--- config.mk ---
export PLATFORM = sky130hd
export DESIGN_NAME = regfile_write_ctrl
export DESIGN_NICKNAME = d
export VERILOG_FILES = /design/src/rtl/regfile_write_ctrl.sv
export SDC_FILE = /design/constraint.sdc
export NUM_CORES = 1
export LEC_CHECK = 0
export ABC_AREA = 1
export CORE_ASPECT_RATIO = 1.5
export CORE_MARGIN = 8
export CORE_UTILIZATION = 24
export CTS_BUF_LIST = sky130_fd_sc_hd__clkbuf_4 sky130_fd_sc_hd__clkbuf_8
export DETAILED_ROUTE_END_ITERATION = 8
export PLACE_DENSITY = 0.89
export SLEW_MARGIN = 20
export SYNTH_ARGS = -nofsm -noshare
export SYNTH_HDL_FRONTEND = slang
export SYNTH_SLANG_ARGS = --single-unit
--- constraint.sdc ---
create_clock -name clk -period 1.5 [get_ports clk]
set_input_delay 0.15 -clock clk [delete_from_list [all_inputs] [get_ports clk]]
set_output_delay 0.15 -clock clk [all_outputs]
set_load 0.05 [all_outputs]
--- src/rtl/regfile_write_ctrl.sv ---
// regfile_write_ctrl: single owner of the 32x32 register file write port.
// After reset it optionally scrubs every register to zero. It then arbitrates
// the write port between core writeback (priority) and a valid/ready debug
// port. A starvation counter forces a one-cycle debug grant, and writes to
// x0 are suppressed.
// Build option: define RF_SCRUB_EN to include the post-reset scrub phase.
// Without it, reset goes straight to normal operation.

module regfile_write_ctrl #(
  parameter int DATA_W       = 32,
  parameter int ADDR_W       = 5,
  parameter int NUM_REGS     = 32,
  parameter int STARVE_LIMIT = 8,
  parameter int CNT_W        = 4
) (
  input  logic              clk,
  input  logic              rst,
  input  logic              wb_en,
  input  logic [ADDR_W-1:0] wb_addr,
  input  logic [DATA_W-1:0] wb_data,
  output logic              core_stall,
  input  logic              dbg_valid,
  input  logic [ADDR_W-1:0] dbg_addr,
  input  logic [DATA_W-1:0] dbg_data,
  output logic              dbg_ready,
  output logic              rf_we,
  output logic [ADDR_W-1:0] rf_waddr,
  output logic [DATA_W-1:0] rf_wdata,
  output logic              init_done
);

  typedef enum logic [1:0] {
    ST_RUN   = 2'd0,
    ST_FORCE = 2'd1,
    ST_SCRUB = 2'd2
  } state_t;

`ifdef RF_SCRUB_EN
  localparam state_t RESET_STATE = ST_SCRUB;
  logic [ADDR_W-1:0] r_scrubCnt;
`else
  localparam state_t RESET_STATE = ST_RUN;
`endif

  state_t            r_state;
  logic [CNT_W-1:0]  r_starveCnt;

  logic              w_selValid;
  logic [ADDR_W-1:0] w_selAddr;
  logic [DATA_W-1:0] w_selData;
  logic              w_dbgBlocked;
  logic              w_forceNext;
  logic              w_starveSat;
  logic [CNT_W:0]    w_starveInc;

  // Debug is blocked only in RUN while the core holds the port.
  assign w_dbgBlocked = (r_state == ST_RUN) && dbg_valid && wb_en;
  assign w_starveInc  = {1'b0, r_starveCnt} + {{CNT_W{1'b0}}, 1'b1};
  assign w_starveSat  = &r_starveCnt;
  // The blocked cycle that brings the count to the limit schedules FORCE.
  assign w_forceNext  = (STARVE_LIMIT != 0) && w_dbgBlocked &&
                        (w_starveInc >= (CNT_W+1)'(STARVE_LIMIT));

  // Port muxing and handshake outputs; everything is held inert while reset is low.
  always_comb begin
    w_selValid = 1'b0;
    w_selAddr  = '0;
    w_selData  = '0;
    rf_we      = 1'b0;
    rf_waddr   = '0;
    rf_wdata   = '0;
    core_stall = 1'b1;
    dbg_ready  = 1'b0;
    init_done  = 1'b0;
    if (rst) begin
      case (r_state)
`ifdef RF_SCRUB_EN
        ST_SCRUB: begin
          rf_we    = 1'b1;
          rf_waddr = r_scrubCnt;
        end
`endif
        ST_FORCE: begin
          init_done = 1'b1;
          dbg_ready = 1'b1;
          if (dbg_valid) begin
            w_selValid = 1'b1;
            w_selAddr  = dbg_addr;
            w_selData  = dbg_data;
          end
        end
        default: begin
          init_done  = 1'b1;
          core_stall = 1'b0;
          if (wb_en) begin
            w_selValid = 1'b1;
            w_selAddr  = wb_addr;
            w_selData  = wb_data;
          end else begin
            dbg_ready = 1'b1;
            if (dbg_valid) begin
              w_selValid = 1'b1;
              w_selAddr  = dbg_addr;
              w_selData  = dbg_data;
            end
          end
        end
      endcase
      if (w_selValid && (w_selAddr != '0)) begin
        rf_we    = 1'b1;
        rf_waddr = w_selAddr;
        rf_wdata = w_selData;
      end
    end
  end

  // State machine: scrub sweep, normal arbitration, and the one-cycle forced debug grant.
  always_ff @(posedge clk or negedge rst) begin
    if (!rst) begin
      r_state     <= RESET_STATE;
      r_starveCnt <= '0;
`ifdef RF_SCRUB_EN
      r_scrubCnt  <= '0;
`endif
    end else begin
      case (r_state)
`ifdef RF_SCRUB_EN
        ST_SCRUB: begin
          r_scrubCnt <= r_scrubCnt + 1'b1;
          if (r_scrubCnt == ADDR_W'(NUM_REGS - 1)) begin
            r_state <= ST_RUN;
          end
        end
`endif
        ST_FORCE: begin
          r_starveCnt <= '0;
          r_state     <= ST_RUN;
        end
        default: begin
          r_state <= ST_RUN;
          if (w_forceNext) begin
            r_starveCnt <= w_starveInc[CNT_W-1:0];
            r_state     <= ST_FORCE;
          end else if (w_dbgBlocked) begin
            if (!w_starveSat) begin
              r_starveCnt <= w_starveInc[CNT_W-1:0];
            end
          end else begin
            r_starveCnt <= '0;
          end
        end
      endcase
    end
  end

endmodule

==> flow_results.xml <==
<?xml version="1.0" encoding="UTF-8"?>
<metrics>
  <group name="run_status">
    <metric name="run_status" unit="">complete, but fails checks</metric>
    <metric name="violations" unit="">setup timing</metric>
  </group>
  <group name="timing">
    <metric name="max-slew-margin-rel" unit="%">73.76</metric>
    <metric name="maxSlewViolCount" unit="">0</metric>
    <metric name="hold_viol" unit="">0</metric>
    <metric name="timing_worst_slew_pin_value" unit="ns">0.3932</metric>
    <metric name="timing.final.ws_setup" unit="ns">-0.4460</metric>
    <metric name="fin_worst_skew" unit="ns">0.0007448</metric>
    <metric name="finalCriticalPeriod" unit="ns">1.946</metric>
    <metric name="grt_setup_unrepaired" unit="">true</metric>
    <metric name="layout_worst_path_cycle_share" unit="%">129.7</metric>
    <metric name="fmax" unit="GHz">0.5139</metric>
    <metric name="setup-violations-final" unit="">33</metric>
  </group>
  <group name="floorplanning">
    <metric name="initial_core_util" unit="%">24.50</metric>
    <metric name="core_area" unit="sq um">3351</metric>
    <metric name="dieHeight" unit="microns">87.62</metric>
    <metric name="die_area" unit="sq um">5586</metric>
    <metric name="io-pin-count" unit="">119</metric>
    <metric name="rows" unit="">26</metric>
    <metric name="die_x" unit="microns">63.75</metric>
  </group>
  <group name="placed_design">
    <metric name="finalWeightedCongestion" unit="">0.8029</metric>
    <metric name="dpl.hpwl" unit="microns">4309</metric>
    <metric name="numPortBuffers" unit="">118</metric>
  </group>
  <group name="power">
    <metric name="power-per-cell-area" unit="nW/um^2">521.7</metric>
    <metric name="p_leak" unit="nW">1.183</metric>
    <metric name="irDropWorstVdd" unit="mV">0.7080</metric>
    <metric name="post-layout-total-power" unit="mW">1.459</metric>
  </group>
  <group name="setup_path">
    <metric name="reg2reg_from" unit="">r_state[0]</metric>
    <metric name="crit_family" unit="">buffers and inverters</metric>
    <metric name="data_arrival_time_of_the_worst_path" unit="ns">1.80</metric>
    <metric name="required" unit="ns">1.35</metric>
    <metric name="worst_setup_path_start_kind" unit="">flip-flop</metric>
    <metric name="cell_with_the_largest_stage_delay_on_the_worst_path" unit="">sky130_fd_sc_hd__dfrtp_1</metric>
    <metric name="worst-setup-path-type" unit="">reg2out</metric>
    <metric name="crit_chain" unit="">inv_2 &gt; nand2_4 &gt; o21ai_2 &gt; nor2_1 &gt; nand2_1 &gt; nand2_4 &gt; buf_12 &gt; buf_12 &gt; nor2_4 &gt; buf_8</metric>
    <metric name="worst-path-max-fanout" unit="">8</metric>
    <metric name="max_stage_delay" unit="ns">0.37</metric>
    <metric name="reg2reg_slack" unit="ns">0.42</metric>
    <metric name="timing.reg2reg.worst_path_depth" unit="">5</metric>
    <metric name="timing.critical_path.to_type" unit="">output pin</metric>
    <metric name="critical_path.n_buffers_inverters" unit="">4</metric>
    <metric name="regToRegEndpoint" unit="">r_starveCnt[2]</metric>
  </group>
  <group name="grt">
    <metric name="track_usage" unit="%">20.14</metric>
    <metric name="largest_net_degree_at_the_start_of_global_routing" unit="">33</metric>
    <metric name="grt.overflow.total" unit="">0</metric>
    <metric name="antenna_violations_before_repair" unit="">0</metric>
    <metric name="grt_pass1_vias" unit="">1832</metric>
    <metric name="grt_first_pass_wirelength" unit="microns">8894</metric>
  </group>
  <group name="cells_and_area">
    <metric name="highest_count_cells_in_the_layout_ignoring_fill_and_taps" unit="">sky130_fd_sc_hd__clkdlybuf4s50_1 (75), sky130_fd_sc_hd__nor2_4 (36), sky130_fd_sc_hd__a22oi_1 (30)</metric>
    <metric name="layout-drive-gt1-share" unit="%">43.42</metric>
    <metric name="end_of_flow_core_utilization" unit="%">83.46</metric>
    <metric name="nFillCells" unit="">191</metric>
    <metric name="mostFrequentLayoutCell" unit="">sky130_fd_sc_hd__clkdlybuf4s50_1</metric>
    <metric name="num_antenna_cells" unit="">0</metric>
    <metric name="areaGrowthSynthToFinish" unit="%">240.7</metric>
    <metric name="layout.nets" unit="">362</metric>
  </group>
  <group name="drt">
    <metric name="route.vias.total" unit="">1629</metric>
    <metric name="detailroute.wirelength.met3" unit="microns">541</metric>
    <metric name="dr_pass1_iterations" unit="">5</metric>
    <metric name="avgViaCountPerCell" unit="">5.043</metric>
    <metric name="ant_nets" unit="">0</metric>
    <metric name="top_signal_layer_used" unit="">met4</metric>
    <metric name="drc" unit="">0</metric>
    <metric name="total_length_of_routed_met2_wires" unit="microns">3397</metric>
    <metric name="route.layer.met1.wl" unit="microns">1733</metric>
    <metric name="drtIter0Drc" unit="">113</metric>
    <metric name="drt_wl_total" unit="microns">5984</metric>
    <metric name="post_drt_wl_per_cell" unit="microns">18.53</metric>
  </group>
  <group name="run">
    <metric name="cap_violations" unit="">0</metric>
  </group>
  <group name="logic_synthesis">
    <metric name="combined_area_of_all_synthesized_cells" unit="sq um">820.8</metric>
    <metric name="yosysSeqAreaShare" unit="%">15.24</metric>
    <metric name="count_of_unique_library_cells_instantiated_by_yosys" unit="">15</metric>
    <metric name="yosys_warnings" unit="">0</metric>
    <metric name="syn_area_per_cell" unit="sq um">5.700</metric>
    <metric name="synth.ff_latch_count" unit="">5</metric>
    <metric name="synth_nets" unit="">224</metric>
    <metric name="syn-instance-count" unit="">144</metric>
  </group>
  <group name="clocking">
    <metric name="h-tree-depth" unit="">1</metric>
    <metric name="tritoncts_clock_tree" unit="">yes</metric>
    <metric name="cts-root-buf" unit="">sky130_fd_sc_hd__clkbuf_8</metric>
    <metric name="cts_buffer_count" unit="">3</metric>
    <metric name="cts_num_sinks" unit="">5</metric>
    <metric name="clkSlewWorstSetupHoldPaths" unit="ns">0.03</metric>
    <metric name="clk_path_buf_depth" unit="">2</metric>
    <metric name="clock_latency" unit="ns">0.22</metric>
    <metric name="cts-hold-fix-buffers" unit="">0</metric>
  </group>
  <group name="hold_path">
    <metric name="holdCritPathClass" unit="">in2async</metric>
  </group>
</metrics>
## worst register-to-register path, stage by stage, from the launching register on
cell and delay, ns:
sky130_fd_sc_hd__dfrtp_1 0.37, sky130_fd_sc_hd__inv_2 0.10, sky130_fd_sc_hd__nand2_4 0.10, sky130_fd_sc_hd__nor2_1 0.19, sky130_fd_sc_hd__o21ai_0 0.12, sky130_fd_sc_hd__a21oi_1 0.13
## layout make-up
cell class / count / area (sq um) / share of cell area, %
Multi-Input combinational cell: 111 / 884.6 / 31.63
Sequential cell: 5 / 125.1 / 4.474
Inverter: 18 / 71.32 / 2.550
Tap cell: 42 / 52.55 / 1.879
Clock buffer: 4 / 48.80 / 1.745
Timing Repair Buffer: 143 / 1614 / 57.72
## flip-flops by register name (all words and copies together) (netlist names)
signal,count
r_starveCnt,4
r_state,1
## cell usage after synthesis
cell type | count | share of area (%)
sky130_fd_sc_hd__buf_4 | 4 | 3.7
sky130_fd_sc_hd__inv_1 | 16 | 7.3
sky130_fd_sc_hd__ha_1 | 2 | 3.0
sky130_fd_sc_hd__nor2_1 | 46 | 21
sky130_fd_sc_hd__o21ai_0 | 3 | 1.8
sky130_fd_sc_hd__a21oi_1 | 2 | 1.2
sky130_fd_sc_hd__nand2_1 | 21 | 9.6
sky130_fd_sc_hd__nand2_2 | 1 | 0.76
sky130_fd_sc_hd__nor2_4 | 1 | 1.4
sky130_fd_sc_hd__inv_2 | 2 | 0.91
sky130_fd_sc_hd__nand3_1 | 3 | 1.8
sky130_fd_sc_hd__buf_2 | 1 | 0.61
sky130_fd_sc_hd__clkbuf_1 | 5 | 2.3
sky130_fd_sc_hd__a22oi_1 | 32 | 29
sky130_fd_sc_hd__dfrtp_1 | 5 | 15
## per-stage QoR
stage	cell area [sq um]	TNS (ns)	hold WS [ns]	std cells	worst slack, ns
3_3_place_gp	2407	-14.25	0.4715	312	-0.4468
4_1_cts	2724	-13.03	0.3499	322	-0.4141
6_report	2796	-13.46	0.3660	323	-0.4460
3_5_place_dp	2407	-15.30	0.4868	312	-0.4779
2_1_floorplan	1105	-2.119	-0.1456	144	-0.08750
5_1_grt	2796	-16.33	0.3912	323	-0.5260
## layer usage
metal  global-route usage [%]  vias up
li1                         -      755
met1                    15.79      755
met2                    39.54       92
met3                    7.939       27
met4                    13.24        0
met5                        0        -
## worst max-delay path by stage
stage / start / endpoint / slack, ns / cells after the start
floorplan: r_state[0] / rf_we / -0.09 / 9
global placement: wb_en / rf_wdata[0] / -0.45 / 12
detailed placement: wb_en / rf_wdata[0] / -0.48 / 11
CTS: r_state[0] / rf_wdata[10] / -0.41 / 10
global route: r_state[0] / rf_wdata[0] / -0.53 / 12
finish: r_state[0] / rf_wdata[0] / -0.45 / 10
## what timing repair did
item / in CTS / in global routing
gates cloned: 2 / 0
endpoints found under the setup margin: 39 / 39
pin swaps: 2 / 9
buffers inserted: 4 / 2
gates resized for setup: 49 / 19
## where the power goes
| part | internal [mW] | switching (mW) | total (mW) |
|---|---|---|---|
| clock network | 0.200 | 0.0649 | 0.265 |
| registers | 0.138 | 0.00256 | 0.141 |
| logic | 0.508 | 0.545 | 1.05 |
## cell families after synthesis
logic type | Yosys count | share of synthesized area (%)
AO/OA/AOI/OAI | 37 | 32.32
adder cells (fa/ha/maj) | 2 | 3.048
AND/OR/NAND/NOR | 72 | 34.60
buffers and inverters | 28 | 14.79
flip-flops | 5 | 15.24
(Power assumes the default switching activity.)
